**src/rtl/io_conditioner_pkg.sv**
```systemverilog
// rtl/io_conditioner_pkg.sv - shared types and defaults for the board-input conditioner
// Contents: reset FSM state enum, default parameter values.
package io_cond_pkg;

  typedef enum logic {
    ASSERT = 1'b0,
    IDLE   = 1'b1
  } rst_state_t;

  localparam int DEF_DEBOUNCE_MAX = 50000;
  localparam int DEF_RST_HOLD     = 16;
  localparam int DEF_CNT_W        = 16;

endpackage

```
**src/rtl/io_conditioner_if.sv**
```systemverilog
// rtl/io_conditioner_if.sv - board-side and cpu-side signals of the input conditioner
// switches_raw/button_raw: raw asynchronous board inputs
// switches/sw_changed/rst_out: conditioned, clock-synchronous outputs
interface io_conditioner_if;

  logic [7:0] switches_raw;
  logic       button_raw;
  logic [7:0] switches;
  logic       sw_changed;
  logic       rst_out;

  // driver side: supplies raw inputs, observes conditioned outputs
  modport master (
    output switches_raw,
    output button_raw,
    input  switches,
    input  sw_changed,
    input  rst_out
  );

  // conditioner side
  modport slave (
    input  switches_raw,
    input  button_raw,
    output switches,
    output sw_changed,
    output rst_out
  );

endinterface

```
**src/rtl/io_conditioner_debounce_bit.sv**
```systemverilog
// rtl/io_conditioner_debounce_bit.sv - two-flop synchronizer plus counting debouncer for one bit
// clk, rst   : clock and synchronous active-high reset
// raw        : asynchronous input
// stable     : debounced value (resets to 0)
// changed    : one-cycle pulse in the cycle after stable updates
module debounce_bit #(
  parameter int DEBOUNCE_MAX = 50000,
  parameter int CNT_W        = 16
) (
  input  logic clk,
  input  logic rst,
  input  logic raw,
  output logic stable,
  output logic changed
);

  logic             s1;
  logic             s2;
  logic [CNT_W-1:0] cnt;

  always_ff @(posedge clk) begin
    if (rst) begin
      s1      <= 1'b0;
      s2      <= 1'b0;
      stable  <= 1'b0;
      cnt     <= '0;
      changed <= 1'b0;
    end else begin
      s1      <= raw;
      s2      <= s1;
      changed <= 1'b0;
      // any reversion to the stable value throws away the partial count
      if (s2 == stable) begin
        cnt <= '0;
      end else if (cnt == CNT_W'(DEBOUNCE_MAX - 1)) begin
        stable  <= s2;
        cnt     <= '0;
        changed <= 1'b1;
      end else begin
        cnt <= cnt + 1'b1;
      end
    end
  end

endmodule

```
**src/rtl/io_conditioner.sv**
```systemverilog
// rtl/io_conditioner.sv - switch debouncer and reset stretcher in front of the cpu
// clk, rst : clock and synchronous active-high power-on/external reset
// bus      : slave side of io_conditioner_if (raw inputs in, conditioned outputs out)
module io_conditioner
  import io_cond_pkg::*;
#(
  parameter int DEBOUNCE_MAX   = DEF_DEBOUNCE_MAX,
  parameter int CNT_W          = DEF_CNT_W,
  parameter int RST_HOLD       = DEF_RST_HOLD,
  parameter bit BTN_ACTIVE_LOW = 1'b1
) (
  input logic               clk,
  input logic               rst,
  io_conditioner_if.slave   bus
);

  localparam int HW = $clog2(RST_HOLD + 1);

  logic [7:0]  sw_stable;
  logic [7:0]  sw_chg;
  logic        btn_norm;
  logic        btn;
  logic        btn_changed_unused;

  rst_state_t  state;
  logic [HW-1:0] hcnt;
  logic        rst_q;

  for (genvar i = 0; i < 8; i++) begin : g_sw
    debounce_bit #(
      .DEBOUNCE_MAX (DEBOUNCE_MAX),
      .CNT_W        (CNT_W)
    ) u_sw (
      .clk     (clk),
      .rst     (rst),
      .raw     (bus.switches_raw[i]),
      .stable  (sw_stable[i]),
      .changed (sw_chg[i])
    );
  end

  // normalize to pressed = 1 so the debouncer's reset value of 0 means released
  assign btn_norm = BTN_ACTIVE_LOW ? ~bus.button_raw : bus.button_raw;

  debounce_bit #(
    .DEBOUNCE_MAX (DEBOUNCE_MAX),
    .CNT_W        (CNT_W)
  ) u_btn (
    .clk     (clk),
    .rst     (rst),
    .raw     (btn_norm),
    .stable  (btn),
    .changed (btn_changed_unused)
  );

  always_ff @(posedge clk) begin
    if (rst) begin
      state <= ASSERT;
      hcnt  <= '0;
      rst_q <= 1'b1;
    end else begin
      case (state)
        ASSERT: begin
          rst_q <= 1'b1;
          if (hcnt != HW'(RST_HOLD)) begin
            hcnt <= hcnt + 1'b1;
          end
          // a press on the completing edge keeps us here (btn must be 0 to leave)
          if (hcnt == HW'(RST_HOLD) && !btn) begin
            state <= IDLE;
            rst_q <= 1'b0;
          end
        end
        IDLE: begin
          rst_q <= 1'b0;
          if (btn) begin
            state <= ASSERT;
            hcnt  <= '0;
            rst_q <= 1'b1;
          end
        end
        default: begin
          state <= ASSERT;
          hcnt  <= '0;
          rst_q <= 1'b1;
        end
      endcase
    end
  end

  assign bus.switches   = sw_stable;
  assign bus.sw_changed = |sw_chg;
  assign bus.rst_out    = rst_q;

endmodule

```
**src/flat_wrapper.sv**
```systemverilog
// flat-port wrapper written by rule: the top's interface ports become plain ports
module io_conditioner_flat import io_cond_pkg::*;
#(
  parameter int DEBOUNCE_MAX   = DEF_DEBOUNCE_MAX,
  parameter int CNT_W          = DEF_CNT_W,
  parameter int RST_HOLD       = DEF_RST_HOLD,
  parameter bit BTN_ACTIVE_LOW = 1'b1
)
  (clk, rst, bus_switches_raw, bus_button_raw, bus_switches, bus_sw_changed, bus_rst_out);
  io_conditioner_if bus_i ();
  input logic clk;
  input logic rst;
  input wire logic [$bits(bus_i.switches_raw)-1:0] bus_switches_raw;
  input wire logic [$bits(bus_i.button_raw)-1:0] bus_button_raw;
  output wire logic [$bits(bus_i.switches)-1:0] bus_switches;
  output wire logic [$bits(bus_i.sw_changed)-1:0] bus_sw_changed;
  output wire logic [$bits(bus_i.rst_out)-1:0] bus_rst_out;
  assign bus_i.switches_raw = bus_switches_raw;
  assign bus_i.button_raw = bus_button_raw;
  assign bus_switches = bus_i.switches;
  assign bus_sw_changed = bus_i.sw_changed;
  assign bus_rst_out = bus_i.rst_out;
  io_conditioner #(.DEBOUNCE_MAX(DEBOUNCE_MAX), .CNT_W(CNT_W), .RST_HOLD(RST_HOLD), .BTN_ACTIVE_LOW(BTN_ACTIVE_LOW)) u_core (.clk(clk), .rst(rst), .bus(bus_i));
endmodule
```
**config.mk**
```make
export PLATFORM = sky130hd
export DESIGN_NAME = io_conditioner_flat
export DESIGN_NICKNAME = d
export VERILOG_FILES = /design/src/rtl/io_conditioner_pkg.sv /design/src/rtl/io_conditioner_if.sv /design/src/rtl/io_conditioner_debounce_bit.sv /design/src/rtl/io_conditioner.sv /design/src/flat_wrapper.sv
export SDC_FILE = /design/constraint.sdc
export NUM_CORES = 1
export LEC_CHECK = 0
export CORE_UTILIZATION = 40
export DETAILED_ROUTE_END_ITERATION = 8
export SLEW_MARGIN = 20
export SYNTH_ARGS = -nofsm -noshare
export SYNTH_HDL_FRONTEND = slang
export SYNTH_SLANG_ARGS = --single-unit
```
**constraint.sdc**
```tcl
create_clock -name clk -period 2.3 [get_ports clk]
set_input_delay 0.575 -clock clk [delete_from_list [all_inputs] [get_ports clk]]
set_output_delay 0.575 -clock clk [all_outputs]
set_load 0.02 [all_outputs]
```
==> metrics.csv <==
stage;metric;value;unit
status;status;completed;
detailed_routing;drc;0;
sta;holdWs;438;ps
yosys;ys_seq_area_share;47.6;%
cells_and_area;drive_above_1_share;5.27;%
detailed_routing;drtIter0Drc;201;
cells_and_area;final_nets;920;
yosys;netlist_area;7820;um^2
yosys;yosys.area_share.simple;30.0;%
clocking;cts.path.max_buffers;2;
setup_path;crit_type;reg2reg;
yosys;synth_cell_type_count;44;
power_and_ir_drop;p_per_area;736;nW/um^2
setup_path;crit_arrival;2360;ps
global_route;grtUsageTotal;14.6;%
clocking;path_clk_slew;60;ps
hold_path;min_from;u_core.g_sw[6].u_sw.s1;
hold_path;hp-class;reg2reg;
cells_and_area;fin_cells;1171;
place;place_inst;1139;
yosys;synthesis.nets;898;
clocking;cts_buffers;17;
die;core_area;19000;um^2
yosys;synth_xor_area_share;15.1;%
place;gp_congestion;0.765;
power_and_ir_drop;fin_total_pwr;6560;uW
sta;fin_crit;2060;ps
die;design.die.area;20100;um^2
cells_and_area;area_delta_synth_final;14.0;%
die;die_width;142;um
setup_path;reg2reg_from;u_core.u_btn.cnt[10];
clocking;post_cts_buffers;0;
clocking;clock_sinks;186;
detailed_routing;dr.pass1.iters;4;
cells_and_area;fillers;1837;
die;initial_utilization;41.2;%
yosys;synthCells;876;
clocking;cts_tree;yes;
run;drv_cap;0;
setup_path;worst-path-max-fanout;16;
clocking;cts_hold_buf;0;
sta;skew;11.1;ps
yosys;ys_ff_latch;186;
setup_path;cp-start-kind;flip-flop;
setup_path;rrSetupSlack;240;ps
hold_path;holdPathEnd;u_core.g_sw[6].u_sw.s2;
place;hpwl;9080;um
die;ios;21;
global_route;grt_pass1_wl;23800;um
yosys;synth.area.mux_share;1.04;%
yosys;synth_fa_ha_area_share;1.76;%
sta;slew_viol_final;0;
cells_and_area;design_area;8910;um^2
clocking;clk_latency;430;ps
yosys;yosys_warnings;0;
global_route;grt_max_degree;19;
global_route;grt_pass1_vias;5206;
place;place_area;8260;um^2
sta;clock.fmax;485;MHz
sta;setup_viol;0;
power_and_ir_drop;power.leakage;0.00269;uW
setup_path;cp.required;2600;ps
detailed_routing;antenna_left;0;
place;port_buffers;20;
sta;fin_crit_sh;89.6;%
yosys;syn_avg_cell_area;8.92;um^2
sta;relSlewSlack;62.9;%
sta;tns;0;ps
detailed_routing;wl;13500;um
setup_path;timing.rr.end;u_core.u_btn.cnt[12];
global_route;grt-ovfl-total;0;
die;row_count;50;
detailed_routing;drt-vias-per-instance;4.79;
die;die_y;142;um
clocking;clockRootBuffer;clkbuf_16;
sta;finalHoldViolations;0;
sta;tightest_slew;557;ps
hold_path;whs_path_depth;1;
yosys;synth_top_family_by_area;simple AND/OR/NAND/NOR gates;
clocking;htree_num_levels;4;
detailed_routing;wl_per_cell;11.5;um
yosys;synth_compound_area_share;1.10;%
detailed_routing;vias;5605;
global_route;antenna_found_initial;0;
cells_and_area;diodes;0;
sta;rsz0062_at_grt;false;
setup_path;reg2reg_depth;4;
setup_path;end_kind;flip-flop;
power_and_ir_drop;peakVddDrop;492;uV
-- critical path: stages (launching register included) --
cell and delay, ps:
dfxtp_1 360, or4_1 530, or4_4 550, o21ai_4 400
nor2_1 100
-- report_power, final --
| part | switching (uW) | internal (uW) | leakage (uW) |
|---|---|---|---|
| combinational | 50.0 | 42.2 | 0.000872 |
| clock | 1220 | 1990 | 0.000313 |
| sequential | 17.4 | 3240 | 0.00150 |
-- cell type report --
| class | count | area (um^2) | area share, % |
|---|---|---|---|
| timing repair buffer | 29 | 265 | 2.98 |
| inverter | 31 | 116 | 1.31 |
| clock buffer | 21 | 460 | 5.17 |
| tap | 260 | 325 | 3.65 |
| multi-input combinational | 633 | 3830 | 43.0 |
| sequential | 186 | 3720 | 41.8 |
| clock inverter | 11 | 193 | 2.16 |
-- sequential cells by signal (all words and copies together) (netlist names) --
| name | flops |
|---|---|
| u_core.u_btn.cnt | 16 |
| u_core.u_btn.s1 | 1 |
| u_core.bus.rst_out | 1 |
| u_core.u_btn.s2 | 1 |
| u_core.u_btn.stable | 1 |
| u_core.g_sw.u_sw.cnt | 128 |
| u_core.g_sw.u_sw.s1 | 8 |
| u_core.hcnt | 5 |
| u_core.g_sw.u_sw.changed | 8 |
| u_core.state | 1 |
| u_core.g_sw.u_sw.stable | 8 |
| u_core.g_sw.u_sw.s2 | 8 |
-- cells in the mapped netlist, drive strengths merged --
| library cell | number | area, um^2 |
|---|---|---|
| nand3b | 1 | 7.51 |
| ha | 11 | 138 |
| o22ai | 2 | 12.5 |
| and4b | 1 | 10.0 |
| and3 | 10 | 62.6 |
| a21o | 1 | 7.51 |
| nand2 | 43 | 166 |
| xor2 | 20 | 175 |
| and2 | 1 | 6.26 |
| or4 | 9 | 71.3 |
| or2 | 1 | 6.26 |
| nand4b | 4 | 35.0 |
| nor4 | 47 | 300 |
| buf | 16 | 109 |
| or4bb | 3 | 33.8 |
| clkbuf | 10 | 38.8 |
| a31oi | 2 | 12.5 |
| o211ai | 1 | 7.51 |
| dfxtp | 186 | 3720 |
| o21ai | 3 | 26.3 |
| nor3b | 2 | 15.0 |
| xnor2 | 115 | 1010 |
| nand2b | 6 | 37.5 |
| nor4bb | 7 | 70.1 |
| nor2b | 17 | 106 |
| or4b | 3 | 30.0 |
| or3 | 3 | 18.8 |
| nor2 | 182 | 683 |
| nor3 | 38 | 190 |
| mux2i | 7 | 70.1 |
| nand3 | 52 | 260 |
| mux2 | 1 | 11.3 |
| nand4 | 34 | 213 |
| a21oi | 4 | 20.0 |
| inv | 31 | 116 |
| nor4b | 2 | 17.5 |
-- through the flow --
step                      setup WS [ps]  util (%)
after floorplan                     391         -
after global placement              269      43.6
after detailed placement            241      43.6
after CTS                          1.07      47.0
after global routing                100      47.0
final                               239      47.0
-- how the worst max path moves through the flow --
stage | start | endpoint | cells after the start
after global routing | u_core.g_sw[7].u_sw.cnt[0] | u_core.g_sw[7].u_sw.cnt[11] | 5
after floorplan | u_core.g_sw[2].u_sw.cnt[4] | u_core.g_sw[2].u_sw.cnt[15] | 6
after CTS | u_core.g_sw[3].u_sw.changed | bus_sw_changed | 3
after detailed placement | u_core.u_btn.cnt[10] | u_core.u_btn.cnt[7] | 4
final | u_core.u_btn.cnt[10] | u_core.u_btn.cnt[12] | 4
after global placement | u_core.u_btn.cnt[10] | u_core.u_btn.cnt[13] | 4
-- kinds of logic (layout without fill, tap and decap cells) --
group | count (synthesis) | after routing
adder cells (fa/ha/maj) | 11 | 11
flip-flops | 186 | 186
AND/OR/NAND/NOR | 466 | 466
AO/OA/AOI/OAI | 13 | 13
buffers and inverters | 57 | 92
XOR/XNOR | 135 | 135
multiplexers | 8 | 8
-- layer usage --
| layer | track usage [%] | wire length [um] | vias to the layer above |
|---|---|---|---|
| met4 | 5.66 | 177 | 0 |
| met2 | 23.1 | 5970 | 42 |
| met3 | 3.37 | 317 | 14 |
| met1 | 19.2 | 7020 | 2533 |
| li1 | - | - | 3016 |
| met5 | 0 | 0 | - |
-- cells in the final DEF, fill, tap and decap left out, drive strengths merged, types with 7 or more instances in the layout --
cell	instances
and3	10
buf	10
clkbuf	21
clkdlybuf4s50	18
dfxtp	186
ha	11
inv	31
mux2i	7
nand2	43
nand3	52
nand4	34
nor2	182
nor2b	17
nor3	38
nor4	47
nor4bb	7
or4	9
xnor2	115
xor2	20
-- timing repair --
item                                    in CTS  in global routing
gates resized for setup                      0                  1
endpoints found under the hold margin        0                  0
endpoints found under the setup margin       0                  1
Note: power is estimated with default switching activity, not from simulation.
